--- src/rtl/macarray_pkg.sv ---
// Shared types, sizes and helpers for the MAC array sequencing controller.
package macarray_pkg;

    localparam int ARR_DIM   = 4;
    localparam int MAX_DIM   = 8;
    localparam int DRAIN_CYC = 2 * (ARR_DIM - 1);

    localparam int FLD_W = 4;
    localparam int M_LSB = 8;
    localparam int N_LSB = 4;
    localparam int T_LSB = 0;

    typedef enum logic [2:0] {
        S_IDLE,
        S_CLEAR,
        S_FEED,
        S_DRAIN,
        S_WRITE,
        S_NEXT,
        S_DONE
    } state_e;

    // Number of ARR_DIM-wide tiles needed to cover dim (1 or 2 for legal sizes).
    function automatic logic [1:0] ceil_tiles(input logic [FLD_W-1:0] dim);
        logic [FLD_W:0] sum;
        sum = {1'b0, dim} + 5'(ARR_DIM - 1);
        return 2'(sum >> 2);
    endfunction

    function automatic logic dim_legal(input logic [FLD_W-1:0] dim);
        return (dim != '0) && (dim <= 4'(MAX_DIM));
    endfunction

endpackage

--- src/rtl/macarray_tile_cnt.sv ---
// Output-tile iterator: walks (mt, tt) row-major and derives the column mask
// and last valid result row for the current tile.
module macarray_tile_cnt
    import macarray_pkg::*;
(
    input  logic               clk,
    input  logic               rst,
    input  logic               init,
    input  logic               advance,
    input  logic [FLD_W-1:0]   m,
    input  logic [FLD_W-1:0]   t,
    output logic               mt,
    output logic               tt,
    output logic               last_tile,
    output logic [ARR_DIM-1:0] col_mask,
    output logic [1:0]         last_row
);

    logic             mt_q, mt_d;
    logic             tt_q, tt_d;
    logic [1:0]       mt_tiles, tt_tiles;
    logic             last_mt, last_tt;
    logic [FLD_W-1:0] rows_left;

    assign mt_tiles  = ceil_tiles(m);
    assign tt_tiles  = ceil_tiles(t);
    assign last_mt   = ({1'b0, mt_q} == (mt_tiles - 2'd1));
    assign last_tt   = ({1'b0, tt_q} == (tt_tiles - 2'd1));
    assign last_tile = last_mt && last_tt;

    always_comb begin
        mt_d = mt_q;
        tt_d = tt_q;
        if (init) begin
            mt_d = 1'b0;
            tt_d = 1'b0;
        end else if (advance) begin
            if (last_tt) begin
                tt_d = 1'b0;
                mt_d = mt_q + 1'b1;
            end else begin
                tt_d = tt_q + 1'b1;
            end
        end
    end

    always_ff @(posedge clk or posedge rst) begin
        if (rst) begin
            mt_q <= 1'b0;
            tt_q <= 1'b0;
        end else begin
            mt_q <= mt_d;
            tt_q <= tt_d;
        end
    end

    // Lane c holds output column tt*ARR_DIM + c.
    for (genvar gi = 0; gi < ARR_DIM; gi++) begin : g_col
        assign col_mask[gi] = ({1'b0, tt_q, 2'(gi)} < t);
    end

    assign rows_left = m - {1'b0, mt_q, 2'b00};
    assign last_row  = (rows_left >= 4'(ARR_DIM)) ? 2'(ARR_DIM - 1)
                                                  : 2'(rows_left - 4'd1);

    assign mt = mt_q;
    assign tt = tt_q;

endmodule

--- src/rtl/macarray_ctrl.sv ---
// Sequencing controller for the 4x4 MAC array: per output tile it clears,
// feeds N operand rows, drains the systolic pipe and writes result rows.
module macarray_ctrl
    import macarray_pkg::*;
(
    input  logic        CLK,
    input  logic        RST,
    input  logic [11:0] MNT,
    input  logic        START,
    output logic        BUSY,
    output logic        DONE,
    output logic        ERR,
    output logic        EN_I,
    output logic [2:0]  ADDR_I,
    output logic        EN_W,
    output logic [2:0]  ADDR_W,
    output logic        EN_O,
    output logic        RW_O,
    output logic [3:0]  ADDR_O,
    output logic        ARR_CLR,
    output logic        ARR_VALID,
    output logic        SEL_M,
    output logic        SEL_T,
    output logic [1:0]  ROW_SEL,
    output logic [3:0]  COL_MASK
);

    state_e           state_q, state_d;
    logic [2:0]       k_q, k_d;
    logic [2:0]       drain_q, drain_d;
    logic [1:0]       row_q, row_d;
    logic [FLD_W-1:0] m_q, m_d, n_q, n_d, t_q, t_d;

    logic             busy_q, busy_d, done_q, done_d, err_q, err_d;
    logic             feed_q, feed_d, arr_valid_q, arr_valid_d, arr_clr_q, arr_clr_d;
    logic [2:0]       addr_k_q, addr_k_d;
    logic             sel_m_q, sel_m_d, sel_t_q, sel_t_d;
    logic             wr_q, wr_d;
    logic [3:0]       addr_o_q, addr_o_d, col_mask_q, col_mask_d;
    logic [1:0]       row_sel_q, row_sel_d;

    logic             mnt_legal, tile_init, tile_adv;
    logic             tile_mt, tile_tt, tile_last;
    logic [3:0]       tile_col_mask;
    logic [1:0]       tile_last_row;

    assign mnt_legal = dim_legal(MNT[M_LSB +: FLD_W]) && dim_legal(MNT[N_LSB +: FLD_W])
                    && dim_legal(MNT[T_LSB +: FLD_W]);

    macarray_tile_cnt u_tile_cnt (
        .clk       (CLK),
        .rst       (RST),
        .init      (tile_init),
        .advance   (tile_adv),
        .m         (m_q),
        .t         (t_q),
        .mt        (tile_mt),
        .tt        (tile_tt),
        .last_tile (tile_last),
        .col_mask  (tile_col_mask),
        .last_row  (tile_last_row)
    );

    always_comb begin
        state_d   = state_q;
        k_d       = k_q;
        drain_d   = drain_q;
        row_d     = row_q;
        m_d       = m_q;
        n_d       = n_q;
        t_d       = t_q;
        err_d     = 1'b0;
        tile_init = 1'b0;
        tile_adv  = 1'b0;
        unique case (state_q)
            S_IDLE: if (START) begin
                if (mnt_legal) begin
                    m_d       = MNT[M_LSB +: FLD_W];
                    n_d       = MNT[N_LSB +: FLD_W];
                    t_d       = MNT[T_LSB +: FLD_W];
                    tile_init = 1'b1;
                    state_d   = S_CLEAR;
                end else begin
                    err_d = 1'b1;
                end
            end
            S_CLEAR: begin
                k_d     = '0;
                state_d = S_FEED;
            end
            S_FEED: if ({1'b0, k_q} == (n_q - 4'd1)) begin
                drain_d = '0;
                state_d = S_DRAIN;
            end else begin
                k_d = k_q + 3'd1;
            end
            S_DRAIN: if (drain_q == 3'(DRAIN_CYC - 1)) begin
                row_d   = '0;
                state_d = S_WRITE;
            end else begin
                drain_d = drain_q + 3'd1;
            end
            S_WRITE: if (row_q == tile_last_row) begin
                state_d = S_NEXT;
            end else begin
                row_d = row_q + 2'd1;
            end
            S_NEXT: if (tile_last) begin
                state_d = S_DONE;
            end else begin
                tile_adv = 1'b1;
                state_d  = S_CLEAR;
            end
            S_DONE:  state_d = S_IDLE;
            default: state_d = S_IDLE;
        endcase

        // Outputs are registered from the next state so they line up with state_q.
        feed_d      = (state_d == S_FEED);
        wr_d        = (state_d == S_WRITE);
        busy_d      = (state_d != S_IDLE);
        done_d      = (state_d == S_DONE);
        arr_clr_d   = (state_d == S_CLEAR);
        arr_valid_d = feed_q;
        addr_k_d    = feed_d ? k_d : '0;
        sel_m_d     = feed_d & tile_mt;
        sel_t_d     = feed_d & tile_tt;
        row_sel_d   = wr_d ? row_d : '0;
        addr_o_d    = wr_d ? {tile_mt, row_d, tile_tt} : '0;
        col_mask_d  = wr_d ? tile_col_mask : '0;
    end

    always_ff @(posedge CLK or posedge RST) begin
        if (RST) begin
            state_q     <= S_IDLE;
            k_q         <= '0;
            drain_q     <= '0;
            row_q       <= '0;
            m_q         <= '0;
            n_q         <= '0;
            t_q         <= '0;
            busy_q      <= 1'b0;
            done_q      <= 1'b0;
            err_q       <= 1'b0;
            feed_q      <= 1'b0;
            arr_valid_q <= 1'b0;
            arr_clr_q   <= 1'b0;
            addr_k_q    <= '0;
            sel_m_q     <= 1'b0;
            sel_t_q     <= 1'b0;
            wr_q        <= 1'b0;
            addr_o_q    <= '0;
            col_mask_q  <= '0;
            row_sel_q   <= '0;
        end else begin
            state_q     <= state_d;
            k_q         <= k_d;
            drain_q     <= drain_d;
            row_q       <= row_d;
            m_q         <= m_d;
            n_q         <= n_d;
            t_q         <= t_d;
            busy_q      <= busy_d;
            done_q      <= done_d;
            err_q       <= err_d;
            feed_q      <= feed_d;
            arr_valid_q <= arr_valid_d;
            arr_clr_q   <= arr_clr_d;
            addr_k_q    <= addr_k_d;
            sel_m_q     <= sel_m_d;
            sel_t_q     <= sel_t_d;
            wr_q        <= wr_d;
            addr_o_q    <= addr_o_d;
            col_mask_q  <= col_mask_d;
            row_sel_q   <= row_sel_d;
        end
    end

    assign BUSY      = busy_q;
    assign DONE      = done_q;
    assign ERR       = err_q;
    assign EN_I      = feed_q;
    assign EN_W      = feed_q;
    assign ADDR_I    = addr_k_q;
    assign ADDR_W    = addr_k_q;
    assign EN_O      = wr_q;
    assign RW_O      = wr_q;
    assign ADDR_O    = addr_o_q;
    assign ARR_CLR   = arr_clr_q;
    assign ARR_VALID = arr_valid_q;
    assign SEL_M     = sel_m_q;
    assign SEL_T     = sel_t_q;
    assign ROW_SEL   = row_sel_q;
    assign COL_MASK  = col_mask_q;

endmodule

--- config.mk ---
export PLATFORM = sky130hd
export DESIGN_NAME = macarray_ctrl
export DESIGN_NICKNAME = d
export VERILOG_FILES = /design/src/rtl/macarray_pkg.sv /design/src/rtl/macarray_tile_cnt.sv /design/src/rtl/macarray_ctrl.sv
export SDC_FILE = /design/constraint.sdc
export NUM_CORES = 1
export LEC_CHECK = 0
export BUFFER_PORTS_ARGS = -buffer_cell sky130_fd_sc_hd__buf_4
export CAP_MARGIN = 30
export CORE_MARGIN = 2
export CORE_UTILIZATION = 39
export DETAILED_ROUTE_END_ITERATION = 16
export PLACE_DENSITY = 0.57
export SLEW_MARGIN = 20
export SYNTH_ARGS = -nofsm -noshare
export SYNTH_HDL_FRONTEND = slang
export SYNTH_SLANG_ARGS = --single-unit
--- constraint.sdc ---
create_clock -name CLK -period 5.2 [get_ports CLK]
set_input_delay 0.52 -clock CLK [delete_from_list [all_inputs] [get_ports CLK]]
set_output_delay 0.52 -clock CLK [all_outputs]
set_load 0.01 [all_outputs]
## Word level (Yosys, flattened, before mapping)

Cells that the tools add are included.

- Input bits: 15
- Flip-flop bits (word level): 47
- Logic and storage cells: 111
- Output and inout bits: 27

- Reductions and logical operators: 17
- Bitwise operators: 2
- Mux-type cells: 34
- $lt $le $gt $ge: 8
- Add/subtract/negate cells: 12
- Eq/ne operators: 16

Operators with widths:

| operator | count |
|---|---|
| 3-bit 2-to-1 mux | 10 |
| 3-bit case mux with 6 select lines | 1 |
| 3-bit by 4-bit < comparator with 1-bit output | 4 |
| 3-bit == test (second input constant) | 5 |
| 1-bit 2-to-1 mux | 14 |
| 4-bit less-or-equal comparator (second input constant) | 3 |
| 3-bit case mux with 2 select lines | 2 |
| 4-bit nonzero test | 3 |
| 3-bit by 2-bit == test with 1-bit output (second input constant) | 3 |
| 4-bit by 2-bit adder with 4-bit output (second input constant) | 2 |
| 2-bit 2-to-1 mux | 4 |
| 4-bit 2-to-1 mux | 2 |
| 3-bit by 1-bit adder with 3-bit output (second input constant) | 2 |
| 3-bit by 1-bit == test with 1-bit output (second input constant) | 2 |
| 1-bit logical AND | 6 |
| 3-bit AND reduction | 2 |
| 2-bit nonzero test | 3 |
| 2-bit by 1-bit subtractor with 2-bit output (second input constant) | 3 |
| 1-bit by 2-bit == test with 1-bit output | 2 |
| 3-bit by 4-bit == test with 1-bit output | 1 |
| 4-bit by 3-bit >= comparator with 1-bit output (second input constant) | 1 |
| 2-bit != test (second input constant) | 2 |
| 2-bit case mux with 2 select lines | 1 |
| 4-bit by 1-bit subtractor with 4-bit output (second input constant) | 1 |
| other kinds (8) | 10 |

## Longest topological paths before layout

- Word-level depth: 9
- Mapped depth: 7
- Gate-level depth less buffers: 7

## By module

From an unflattened synthesis, not the netlist that was laid out.

- Cells, all modules: 212
- Area, all modules: 2279.7 um^2

Modules (own cells, without submodules):

| module | cells an instance | area each (um^2) | times used | sequential area each (um^2) |
|---|---|---|---|---|
| macarray_ctrl | 167 | 1948.1 | 1 | 1076.0 |
| macarray_tile_cnt | 45 | 331.6 | 1 | 50.0 |

## Least setup slack after synthesis

Ideal clock, no wire load.

- Path kind: reg2reg
- Start point: reg m_q[0]
- End point: reg state_q[0]
- Clock period less this slack: 2239 ps
- Setup time: 139 ps
- Cell stages (with the launch flop): 8
- Required time: 5061 ps
- Path slack: 2961 ps
- Buffers on the path: 0
- Arrival time: 2100 ps
- Path through: dfrtp_1 inv_1 ha_1 or2_1 mux4_2 a21oi_2 a21o_1 or4b_1

- Word-level cells in the longest chain between the ends: 6
- Elaborated cells between the ends (all ways): 12
- Classes of those cells: 4 x add/sub; 1 x order compare; 2 x eq/ne; 4 x mux; 1 x reduce/logical

RTL lines:

| what | line | RTL |
|---|---|---|
| start, declared | macarray_ctrl.sv:32 | `logic [FLD_W-1:0] m_q, m_d, n_q, n_d, t_q, t_d;` |
| start signal, assigned | macarray_ctrl.sv:160 | `m_q <= m_d;` |
| 4-bit by 3-bit subtractor with 4-bit output / 4-bit by 2-bit adder with 4-bit output (equally long branches) | macarray_tile_cnt.sv:62, macarray_pkg.sv:26 |  |
| 4-bit by 3-bit >= comparator with 1-bit output, or another cell as far along | macarray_tile_cnt.sv:63 | `assign last_row = (rows_left >= 4'(ARR_DIM)) ? 2'(ARR_DIM - 1)` |
| 2-bit 2-to-1 mux / 1-bit by 2-bit == test with 1-bit output (equally long branches) | macarray_tile_cnt.sv:63, macarray_tile_cnt.sv:27 |  |
| 2-bit == test / 1-bit logical AND (equally long branches) | macarray_ctrl.sv:103, macarray_tile_cnt.sv:29 |  |
| 3-bit 2-to-1 mux, on equally long branches | macarray_ctrl.sv:103, macarray_ctrl.sv:108 |  |
| 3-bit case mux with 6 select lines (*) | macarray_ctrl.sv:75 | `unique case (state_q)` |
| via state_d[0] | macarray_ctrl.sv:28 | `state_e state_q, state_d;` |
| end signal, assigned | macarray_ctrl.sv:156 | `state_q <= state_d;` |
| end, declared | macarray_ctrl.sv:28 |  |

Mark *: on every way through the listed nets, which the timed path passes. The rest lies on a longest branch.
A chain may end at the register's enable or synchronous reset.

## Final worst setup path

Ends and elaborated chain as after synthesis.

==> flow_metrics.env <==
export IMPL_p_per_area_nw_per_um2=513.6
export IMPL_required_ns=5.36
export IMPL_ir_drop_mv=0.1750
export IMPL_grt_remaining_overflow=0
export IMPL_end_kind="flip-flop"
export IMPL_setup_viol=0
export IMPL_dieArea_sq_um=6567
export IMPL_synth_compound_area_frac=0.1335
export IMPL_instances_no_fill=334
export IMPL_drive_above_1_share=0.2432
export IMPL_first_pass_iters=4
export IMPL_async_flop_share=1.000
export IMPL_portBuffers=41
export IMPL_rows=28
export IMPL_netlist_area_sq_um=2315
export IMPL_synth_seq_area_share=0.4865
export IMPL_synthAdderAreaFrac=0.03784
export IMPL_drc_errors=0
export IMPL_root_buffer="clkbuf_8"
export IMPL_core_sq_um=5816
export IMPL_cp_max_fo=7
export IMPL_post_synth_num_cell_types=52
export IMPL_ys_flop_type="dfrtp_1"
export IMPL_final_common_cell="dfrtp_1"
export IMPL_ys_top_cells_by_area="dfrtp_1 (49%), ha_1 (3.8%), nand2_1 (3.1%)"
export IMPL_dieHeight_um=81.04
export IMPL_rr_worst_depth=7
export IMPL_worst_pin_slew_ns=0.5680
export IMPL_grt_pass1_wl_um=7424
export IMPL_routedWlPerCell_um=13.34
export IMPL_cap_violations=0
export IMPL_critPathSlowestCell="mux4_2"
export IMPL_synth_top_family_by_area="simple AND/OR/NAND/NOR gates"
export IMPL_final_core_util=0.4703
export IMPL_yosys_warnings=0
export IMPL_synth_avg_cell_area_sq_um=10.33
export IMPL_path_class="flip-flop to flip-flop"
export IMPL_vias=1714
export IMPL_hold_viol=0
export IMPL_maxSlewHeadroom=0.6213
export IMPL_boundaryPins=42
export IMPL_ys_ff_latch=45
export IMPL_fin_crit_sh=0.4653
export IMPL_timing_hold_ws_ns=0.3653
export IMPL_fin_setup_tns_ns=0
export IMPL_status="complete, no violations"
export IMPL_cts_resized=0
export IMPL_period_minus_slack_ns=2.420
export IMPL_synth_xor_area_share=0.03405
export IMPL_grt_pass1_vias=1589
export IMPL_fin_ws_ns=2.780
export IMPL_tritoncts="yes"
export IMPL_cts_sinks=45
export IMPL_cts_clk_slew_worst_paths_ns=0.09
export IMPL_rsz0062_at_grt="false"
export IMPL_crit_family="simple AND/OR/NAND/NOR gates"
export IMPL_drv_slew=0
export IMPL_cpPeakStageDelay_ns=0.47
export IMPL_gp_congestion=0.8274
export IMPL_cts_setup_buffers=0
export IMPL_antenna_cells=0
export IMPL_yosysTopAreaCell="dfrtp_1"
export IMPL_critical_path_arrival_ns=2.58
export IMPL_insertion_delay_ns=0.29
export IMPL_p_leak_nw=1.323
export IMPL_netlist_area_leader_share=0.4865
export IMPL_area_delta_synth_final_pct=18.16
export IMPL_r2r_setup_slack_ns=2.78
export IMPL_fmax_ghz=0.4133
export IMPL_r2r_end="state_q[0]"
export IMPL_viasPerCell=5.132
export IMPL_synth_mux_area_frac=0.06000
export IMPL_layout_nets=281
export IMPL_antenna_found_initial=0
export IMPL_fin_skew_ns=0.009097
export IMPL_final_cell_mix="dfrtp_1 (45), buf_4 (43), nand2_1 (19), nor2_1 (13), nor3_1 (12)"
export IMPL_holdBufCountCts=0
export IMPL_cp_start_kind="flip-flop"
export IMPL_clk_path_buf_depth=2
export IMPL_r2r_start="m_q[0]"
export IMPL_final_antenna_net_count=0
export IMPL_syn_nets=246
export IMPL_die_x_um=81.04
export IMPL_crit_buf_inv=1
export IMPL_wl_um=4456
export IMPL_cp_cell_sequence="inv_1 -> ha_1 -> or2_1 -> mux4_2 -> a21oi_2 -> a21o_1 -> or4b_1"
export IMPL_start_util=0.3980
export IMPL_drt_iter0_markers=101
export IMPL_synth_edf_count=0
export IMPL_placed_cells=327
export IMPL_h_tree_depth=2
export IMPL_place_detailed_hpwl_um=3231
export IMPL_hold_path_class="primary input to async pin"
export IMPL_grt_util_all_layers=0.1475
export IMPL_grt_max_degree=46
export IMPL_synth_simple_area_share=0.1908
export IMPL_synth_cells=224
export IMPL_pre_cts_ws_ns=2.806
export IMPL_cts_buffers=5
cell usage after synthesis, types with 3 or more instances:
cell type,count
a21oi_1,4
and2_1,3
and3_1,4
buf_4,7
clkbuf_1,6
dfrtp_1,45
ha_1,7
inv_1,11
mux2_2,5
mux2i_1,6
nand2_1,19
nand2b_1,7
nor2_1,13
nor2b_1,3
nor3_1,12
o21a_1,8
o21ai_0,11
or2_2,3
xor2_1,7
power breakdown:
part,internal [mW],switching (mW)
combinational,0.293,0.297
clock,0.106,0.113
sequential,0.466,0.129
tightest hold or removal path: stages:
cell,delay (ns)
buf_4,0.11
clkinv_1,0.03
buf_4,0.47
cells by family after synthesis:
| group | count (synthesis) |
|---|---|
| fa+ha+maj | 7 |
| simple gates | 81 |
| compound gates | 44 |
| buf+inv | 26 |
| mux | 12 |
| flops | 45 |
| xor+xnor | 9 |
worst max-delay path by stage:
stage | slack, ns | cells past startpoint | from | to
2_1_floorplan | 2.96 | 7 | m_q[0] | state_q[0]
3_3_place_gp | 2.88 | 7 | m_q[0] | state_q[0]
3_5_place_dp | 2.81 | 7 | m_q[0] | state_q[0]
4_1_cts | 2.78 | 7 | m_q[0] | state_q[0]
5_1_grt | 2.67 | 7 | m_q[0] | ADDR_O[3]
6_report | 2.78 | 7 | m_q[0] | state_q[0]
through the flow:
| stage | power [mW] | cell area [sq um] |
|---|---|---|
| finish | 1.405 | 2735 |
| global route | 1.532 | 2735 |
| CTS | 1.424 | 2735 |
| detailed placement | 1.199 | 2649 |
| global placement | 1.194 | 2649 |
| floorplan | 1.035 | 2315 |
sequential cells by signal, summed over array words and instances, names as in the netlist, 4 cells and up:
name / count
t_q: 4
m_q: 4
n_q: 4
COL_MASK: 4
final cells by class:
| cell class | count | area (sq um) |
|---|---|---|
| clock buffers | 7 | 86.33 |
| fillers | 567 | 3080 |
| inverters | 11 | 41.29 |
| multi-input cells | 153 | 1065 |
| flip-flops and latches | 45 | 1126 |
| well taps | 75 | 93.84 |
| repair buffers | 43 | 322.8 |
layer usage:
layer / global-route usage / vias to the layer above / routed length, um / share of wire
met5: 0 / - / 0 / 0
met4: 0.05593 / 0 / 55 / 0.012
met3: 0.03000 / 5 / 189 / 0.042
met2: 0.2347 / 37 / 2095 / 0.47
met1: 0.1986 / 824 / 2116 / 0.47
li1: - / 848 / - / -
Power figures use the tool's default switching activity.
